$ cat src/rtl/s2p.sv
// Serial-to-parallel receiver: assembles a 1..16 bit MSB-first frame into a
// left-aligned 16-bit word, pulsing done on completion and abort when enable drops.
module s2p #(
    parameter int WIDTH = 16
) (
    input  logic             clk,
    input  logic             reset,
    input  logic             data_in,
    input  logic             valid,
    input  logic             enable,
    input  logic [3:0]       len,
    output logic [WIDTH-1:0] data_out,
    output logic             done,
    output logic             busy,
    output logic             abort
);

    typedef enum logic {
        IDLE = 1'b0,
        RECV = 1'b1
    } state_t;

    state_t           state, state_n;
    logic [4:0]       count, count_n;
    logic [4:0]       len_q, len_n;
    logic [WIDTH-1:0] shift, shift_n;
    logic [WIDTH-1:0] data_n;
    logic             done_n, abort_n;

    logic             accept;
    logic [4:0]       eff_len;
    logic [4:0]       count_inc;
    logic [WIDTH-1:0] first_bit;

    assign accept    = enable & valid;
    assign eff_len   = (len == 4'd0) ? 5'd16 : {1'b0, len};
    assign count_inc = count + 5'd1;
    assign first_bit = {data_in, {(WIDTH-1){1'b0}}};
    assign busy      = (state == RECV);

    // Shift register only ever holds bits of the current frame (cleared on the
    // first bit), so the unused LSBs of a completed word are already zero.
    always_comb begin
        state_n = state;
        count_n = count;
        len_n   = len_q;
        shift_n = shift;
        data_n  = data_out;
        done_n  = 1'b0;
        abort_n = 1'b0;
        unique case (state)
            IDLE: begin
                if (accept) begin
                    shift_n = first_bit;
                    len_n   = eff_len;
                    if (eff_len == 5'd1) begin
                        data_n  = first_bit;
                        done_n  = 1'b1;
                        count_n = 5'd0;
                    end else begin
                        count_n = 5'd1;
                        state_n = RECV;
                    end
                end
            end
            RECV: begin
                if (!enable) begin
                    abort_n = 1'b1;
                    count_n = 5'd0;
                    state_n = IDLE;
                end else if (valid) begin
                    shift_n = shift | (first_bit >> count);
                    count_n = count_inc;
                    if (count_inc == len_q) begin
                        data_n  = shift_n;
                        done_n  = 1'b1;
                        count_n = 5'd0;
                        state_n = IDLE;
                    end
                end
            end
            default: state_n = IDLE;
        endcase
    end

    always_ff @(posedge clk) begin
        if (!reset) begin
            state    <= IDLE;
            count    <= 5'd0;
            len_q    <= 5'd0;
            shift    <= '0;
            data_out <= '0;
            done     <= 1'b0;
            abort    <= 1'b0;
        end else begin
            state    <= state_n;
            count    <= count_n;
            len_q    <= len_n;
            shift    <= shift_n;
            data_out <= data_n;
            done     <= done_n;
            abort    <= abort_n;
        end
    end

endmodule

$ cat config.mk
export PLATFORM = sky130hd
export DESIGN_NAME = s2p
export DESIGN_NICKNAME = d
export VERILOG_FILES = /design/src/rtl/s2p.sv
export SDC_FILE = /design/constraint.sdc
export NUM_CORES = 1
export LEC_CHECK = 0
export ABC_AREA = 1
export CAP_MARGIN = 20
export CORE_MARGIN = 2
export CORE_UTILIZATION = 40
export CTS_CLUSTER_DIAMETER = 30
export CTS_CLUSTER_SIZE = 40
export DETAILED_ROUTE_END_ITERATION = 8
export GPL_ROUTABILITY_DRIVEN = 0
export GPL_TIMING_DRIVEN = 0
export SETUP_SLACK_MARGIN = 0.15
export SLEW_MARGIN = 15
export SYNTH_ARGS = -nofsm -noshare
export SYNTH_HDL_FRONTEND = slang
export SYNTH_SLANG_ARGS = --single-unit
$ cat constraint.sdc
create_clock -name clk -period 3.35 [get_ports clk]
set_input_delay 0.67 -clock clk [delete_from_list [all_inputs] [get_ports clk]]
set_output_delay 0.67 -clock clk [all_outputs]
set_load 0.005 [all_outputs]
# Word level (Yosys, flattened, before mapping)
# Index checks and enable logic that the tools add are counted.
# Widths: inputs -> output; s select.
dict set report totals {
  word_cells 56
  out_inout_bits 19
  reg_bits 45
}
dict set report classes {
  n_addsub 1
  bitwise_logic 3
  reduce_logical 6
  n_mux 30
  n_shift 1
  eq_ne 8
}
# cell n
set ops {}
lappend ops {{$mux 16} 8}
lappend ops {{$pmux 16 s2} 2}
lappend ops {{$mux 5} 5}
lappend ops {{$or 16x16->16} 1}
lappend ops {{$shr 16x5->16} 1}
lappend ops {{$mux 1} 12}
lappend ops {{$pmux 5 s2} 1}
lappend ops {{$ne 2x2->1 const B} 4}
lappend ops {{$reduce_and 2->1} 3}
lappend ops {{$add 5x1->5 const B} 1}
lappend ops {{$eq 5x1->1 const B} 1}
lappend ops {{$eq 5x5->1} 1}
lappend ops {{$reduce_and 5->1} 1}
lappend ops {{$logic_not 4->1} 1}
lappend ops {{$pmux 1 s2} 2}
lappend ops {{$ne 3x3->1 const B} 1}
lappend ops {{$reduce_and 3->1} 1}
lappend ops {{$ne 2x1->1 const B} 1}
lappend ops {{$and 1x1->1} 1}
lappend ops {{$not 1->1} 1}

# Longest topological paths before layout
# Gate-level depths: netlist (run 1).
dict set report logic_depth {
  depth_word 6
  ltp_mapped 13
  ltp_nobuf 12
}

# Worst setup path before layout (run 1)
# OpenSTA, ideal clock, no wires.
dict set report synth_path {
  kind {input-to-reg}
  startpoint {input valid}
  endpoint {register data_out[12]}
  setup_ns 0.115
  setup_slack_ns 1.591
  t_arrival_ns 1.644
  cell_stages 9
  t_required_ns 3.235
  path_cell_list {buf_4 -> nand2_1 -> nor2_2 -> nand4_1 -> nand2_4 -> buf_6 -> nand3_1 -> nand2_1 -> nor2_1}
}
dict set report synth_between {
  elab_chain_len 3
}
# item line_no
set synth_rtl {}
lappend synth_rtl {{start: declaration} 9} ;# input logic valid,
lappend synth_rtl {{$and 1x1->1} 35} ;# assign accept = enable & valid;
lappend synth_rtl {{$ne 2x2->1 (no source line)} --}
lappend synth_rtl {{$reduce_and 5->1 (no source line) *} --}
lappend synth_rtl {{end signal: assignment} 100} ;# data_out <= data_n;
lappend synth_rtl {{end: declaration} 12} ;# output logic [WIDTH-1:0] data_out,
# Mark *: on every way between the ends. The rest lies on a longest branch, timed or not.
# A chain may end at the register's enable or synchronous reset.

# Worst setup path after layout (run 1)
dict set report layout_path {
  startpoint {input enable}
  endpoint {register shift[8]}
}
dict set report layout_between {
  elab_chain_len 3
}
# item line_no
set layout_rtl {}
lappend layout_rtl {{start: declaration} 10} ;# input logic enable,
lappend layout_rtl {{$and 1x1->1} 35}
lappend layout_rtl {{$ne 2x2->1 (no source line)} --}
lappend layout_rtl {{$reduce_and 3->1 (no source line) *} --}
lappend layout_rtl {{end signal: assignment} 99} ;# shift <= shift_n;
lappend layout_rtl {{end: declaration} 26} ;# logic [WIDTH-1:0] shift, shift_n;
# Marks and branches as above.

==> results.cfg, run 1 <==
[synthesis]
syn_avg_cell_area_sq_um = 7.07
yosysSeqAreaShare_pct = 42.5
yosysMostFrequentCell = nand2_1
synth_common_cells = nand2_1 (56), nor2_1 (50), dfxtp_1 (45)
synthArstFlopShare_pct = 0
synth_area_leaders = dfxtp_1 (42%), nand2_1 (9.9%), nor2_1 (8.8%), a21oi_1 (8.5%), nand3_1 (6.4%)
synthFlopType = dfxtp_1
synth.top_cell.area_share_pct = 42.5
syn_area_sq_um = 2120
synth_edf_count = 0
synth_top_area_cell = dfxtp_1
yosys_warnings = 0
ys_seq_elements = 45
syn_nets = 310
syn-instance-count = 300
ys_types = 24

[die]
ios = 28
fp.dieArea_sq_um = 5900
die_h_um = 76.8
core_sq_um = 5110
start_util_pct = 41.5
num_rows = 26
die_w_um = 76.8

[setup_path]
end_kind = flip-flop
critPathArrivalTime_ns = 2.35
cp_data_required_time_ns = 3.53
crit_type = input port to flip-flop
crit_path_start_kind = input port
cp_max_fo = 10
worstRegToRegCells = 12

[grt]
grt_start_max_net_pins = 14
track_usage_pct = 18.4
grt_pass1_vias = 1842
antenna_found_initial = 0
grt_pass1_wl_um = 8780
grt-ovfl-total = 0

[clocking]
cts.path.max_buffers = 2
ctsHoldBuffers = 0
clkLatencyLatePin_ns = 0.29
cts-resized-gates = 0
cts_setup_buffers = 0
htreeDepth = 2
cts.sinks = 45
cts_tree = done
cts_root_buffer = clkbuf_8
cts_made_buffers = 5
path_clk_slew_ns = 0.08

[pwr]
p_comb_share_pct = 9.7
power.leakage_nw = 0.985
p_switching_mw = 0.251
p_seq_share_pct = 51.2
pwr-share-clk_pct = 39.1
irDropWorstVdd_v = 0.000227
p_int_mw = 0.826
p_per_area_nw_per_um2 = 417
swShare_pct = 23.3

[placement]
dp_hpwl_um = 3780
pre_cts_slack_ns = 0.864
io_buffers = 26

[drt]
via_count = 1992
drc_errors = 0
wirelength_um = 5050
ant_nets = 0
vias_per_cell = 4.93
first_iter_violations = 137
drt_pass1_iterations = 4
routedWlPerCell_um = 12.5

[finish]
area_growth_pct = 21.9
nFillCells = 551
layout.nets = 343
final_core_util_pct = 50.6
antenna_cells = 0
drive_gt1_share_pct = 9.58

[sta]
fin_tns_setup_ns = 0
finalHoldViolations = 0
setup_ws_ns = 1.18
tightest_slew_ns = 0.528
drv_slew = 0
setup_viol = 0
finClkSkew_ns = 0.00671
rsz0062_at_grt = no
period_needed_ns = 2.17
max_freq_mhz = 461
relSlewSlack_pct = 64.7
finalCritPeriodShare_pct = 64.8

[hold_path]
min_path_cells = 2
min_path_type = flip-flop to flip-flop

[run]
maxCapViolCount = 0

[status]
status = finished, final reports clean
cells in the final DEF, fill, tap and decap left out:
cell,n
nand2_1,56
nor2_1,50
dfxtp_1,45
a21oi_1,36
nand3_1,27
clkdlybuf4s50_1,26
inv_1,17
nor3_1,12
or2_2,9
o21ai_0,7
nor3b_1,6
clkbuf_8,6
nand4_1,5
buf_2,5
clkbuf_1,5
buf_6,4
o21bai_1,4
nor2_2,3
nand3b_1,2
a21o_1,2
inv_2,1
nand4_2,1
buf_4,1
nand2_4,1
clkinv_1,1
ha_1,1
bufinv_16,1
power by group through the flow:
stage                     combinational [mW]  sequential [mW]  clock, mW
after global placement                 0.104            0.564          0
final                                  0.105            0.551      0.421
after detailed placement               0.104            0.564          0
after CTS                              0.105            0.552      0.433
after global routing                   0.119            0.553      0.457
after floorplan                       0.0675            0.562          0
layout make-up:
cell class              instances  area, sq um  share of cell area (%)
well taps                      70         87.6                    3.39
multi-input cells             222         1060                    40.9
clock inverters                 1         30.0                    1.16
inverters                      19         71.3                    2.76
flip-flops and latches         45          901                    34.8
plain buffers                  14         92.6                    3.58
clock buffers                   7         86.3                    3.34
repair buffers                 26          260                    10.1
final timing paths:
check | from | end | slack [ns]
setup / recovery | enable | shift[8] | 1.18
hold / removal | len_q[0] | len_q[0] | 0.48
setup reg to reg | count[1] | data_out[3] | 1.44
hold reg to reg | len_q[0] | len_q[0] | 0.48
cells by family (layout without fill, tap and decap cells):
kind of cell / after synthesis / count (layout) / share of synthesized area (%)
AOI/OAI and AO/OA: 49 / 49 / 12.3
DFF: 45 / 45 / 42.5
and+or+nand+nor: 172 / 172 / 36.9
adders and majority gates: 1 / 1 / 0.590
buffers and inverters: 33 / 67 / 7.73
sequential cells by signal, summed over array words and instances, names as in the netlist:
signal,flops
abort,1
data_out,16
busy,1
done,1
count,5
shift,16
len_q,5
routing by layer:
metal	global-route usage [%]	wire (um)
met2	27.6	2130
met1	26.6	2540
met3	3.76	316
met4	5.45	58
met5	0	0
metrics by stage:
stage	hold WS (ns)	cells	cell area [sq um]	power, mW
CTS	0.480	404	2580	1.09
detailed placement	0.464	396	2470	0.668
global route	0.518	404	2580	1.13
finish	0.477	404	2580	1.08
floorplan	0.443	300	2120	0.630
global placement	0.461	396	2470	0.668
critical path, stage by stage:
cell,delay (ns)
clkdlybuf4s50_1,0.54
nand2_1,0.13
nor2_2,0.26
inv_1,0.17
nand2_1,0.22
buf_2,0.27
nor3_1,0.09
Power figures use the tool's default switching activity.
==> run 2: changes to the inputs <==
==> constraint.sdc (replaced) <==
create_clock -name clk -period 2.16 [get_ports clk]
set_input_delay 0.432 -clock clk [delete_from_list [all_inputs] [get_ports clk]]
set_output_delay 0.432 -clock clk [all_outputs]
set_load 0.005 [all_outputs]
==> run 2 against run 1 <==
- final area is 0.77% higher
- register-to-register slack worse by 1.1 ns
- hold slack got worse by 0.017 ns
- clock power grew 56%
- first-iteration DRC count fell by 5.8%
- wire length shrank 0.48%
- largest cell class unchanged
==> results.cfg, run 2 (synthesis gave the netlist of run 1 again) <==
[die]
die_h_um = 76.8
core_sq_um = 5110
ios = 28
die_w_um = 76.8
start_util_pct = 41.5
num_rows = 26
fp.dieArea_sq_um = 5900

[setup_path]
crit_path_start_kind = input port
path_cells = clkdlybuf4s50_1 -> nand2_1 -> nor2_4 -> inv_1 -> nand2_1 -> buf_2 -> nor3_1
worstRegToRegCells = 13
cp_num_cells = 7
critPathArrivalTime_ns = 2.03
crit_top_cell = nand2_1
crit_end = shift[8]
critPathLaunch = enable
cp_data_required_time_ns = 2.34
cp.buffers_inverters = 3
slowest_stage = clkdlybuf4s50_1
reg2reg_slack_ns = 0.38
end_kind = flip-flop
cp_top_family = buffers and inverters
crit_type = input port to flip-flop
reg2reg_to = data_out[3]
cp_max_fo = 10
r2r-start = count[1]
critical-path-max-stage-delay_ns = 0.53

[drt]
ant_nets = 0
routedWlPerCell_um = 12.4
via_count = 1988
first_iter_violations = 129
wirelength_um = 5020
drc_errors = 0
vias_per_cell = 4.92
drt_pass1_iterations = 4

[sta]
rsz0062_at_grt = no
setup_viol = 0
finClkSkew_ns = 0.00713
tightest_slew_ns = 0.526
finalHoldViolations = 0
period_needed_ns = 1.85
finalCritPeriodShare_pct = 85.4
drv_slew = 0
relSlewSlack_pct = 64.8
hold_ws_ns = 0.460
max_freq_mhz = 542

[pwr]
irDropWorstVdd_v = 0.000354
power.leakage_nw = 0.984
p_per_area_nw_per_um2 = 644
power_mw = 1.68

[finish]
final_cell_mix = nand2_1 (56), nor2_1 (50), dfxtp_1 (43), a21oi_1 (36), nand3_1 (27)
drive_gt1_share_pct = 10.5
largestRegisters = data_out (16), shift (16)
finalNonFillerCells = 404
antenna_cells = 0
nFillCells = 550
multi_input_area_sq_um = 1070
area_growth_pct = 22.8
regArea_sq_um = 903
final_common_cell = nand2_1
layout.nets = 343

[clocking]
cts.sinks = 45
path_clk_slew_ns = 0.08
htreeDepth = 2
ctsHoldBuffers = 0
clkLatencyLatePin_ns = 0.29
cts.path.max_buffers = 2
cts_made_buffers = 5
cts_tree = done
cts_root_buffer = clkbuf_8

[status]
status = finished, final reports clean

[grt]
grt_pass1_wl_um = 8780
grt-ovfl-total = 0
antenna_found_initial = 0
grt_pass1_vias = 1842
track_usage_pct = 18.4
grt_start_max_net_pins = 14

[placement]
dp_hpwl_um = 3780
dp.cells = 396
io_buffers = 26

[hold_path]
min_path_cells = 4
min_path_type = input port to flip-flop

[run]
maxCapViolCount = 0
## run 2: cell counts in the layout (fill, tap and decap cells not counted)
No cell type changed its count.
## run 2: worst register-to-register path, delay by kind of cell, from the launching register on
family                   cells  cell delay, ns
buffers and inverters        2            0.18
adder cells (fa/ha/maj)      1            0.29
AND/OR/NAND/NOR             10            0.85
flip-flops                   1            0.38
## run 2: what timing repair did
| item | in CTS | in global routing |
|---|---|---|
| setup buffers | 0 | 0 |
| resized for setup | 0 | 4 |
| hold endpoints to repair | 0 | 0 |
| setup endpoints to repair | 0 | 28 |
## run 2: where the power goes
| part | switching [mW] | total [mW] | leakage (nW) | internal, mW |
|---|---|---|---|---|
| logic | 0.102 | 0.165 | 0.561 | 0.0625 |
| clock network | 0.279 | 0.656 | 0.0585 | 0.377 |
| registers | 0.0127 | 0.857 | 0.365 | 0.844 |
| total | 0.393 | 1.68 | 0.984 | 1.28 |
## run 2: layout make-up
type,instances,area share (%)
sequential,45,34.7
clock buffer,7,3.31
inverter,19,2.74
buffer,14,3.55
clock inverter,1,1.15
multi-input combinational,222,41.2
timing repair buffer,26,9.99
tap,70,3.36
## run 2: worst min path at each step
| stage | slack, ns | startpoint | end |
|---|---|---|---|
| floorplan | 0.44 | len_q[0] | len_q[0] |
| global placement | 0.46 | data_out[7] | data_out[7] |
| detailed placement | 0.46 | len_q[0] | len_q[0] |
| CTS | 0.45 | valid | data_out[9] |
| global route | 0.50 | valid | data_out[11] |
| finish | 0.46 | valid | data_out[9] |
## run 2: per-layer routing
metal	track usage [%]	share of wire [%]	vias to the layer above	wire, um
li1	-	-	1053	-
met1	26.6	51	885	2550
met2	27.6	42	43	2120
met3	3.76	5.8	7	289
met4	5.45	1.2	0	58
met5	0	0	-	0
## run 2: metrics by stage
stage | instance area, sq um | TNS, ns | utilization (%) | setup slack (ns)
after detailed placement | 2470 | -0.864 | 48.3 | -0.0880
after global placement | 2470 | -1.01 | 48.3 | -0.101
after global routing | 2610 | 0 | 51.0 | 0.155
after CTS | 2580 | 0 | 50.6 | 0.224
after floorplan | 2120 | 0 | - | 0.497
final | 2610 | 0 | 51.0 | 0.315
==> run 3: changes to the inputs <==
--- a/config.mk
+++ b/config.mk
@@ -9,7 +9,7 @@
 export CAP_MARGIN = 20
 export CORE_MARGIN = 2
 export CORE_UTILIZATION = 40
-export CTS_CLUSTER_DIAMETER = 30
+export CTS_CLUSTER_DIAMETER = 100
 export CTS_CLUSTER_SIZE = 40
 export DETAILED_ROUTE_END_ITERATION = 8
 export GPL_ROUTABILITY_DRIVEN = 0
==> results of run 3 <==
Final layout, timing and power as in run 2 (identical DEF).
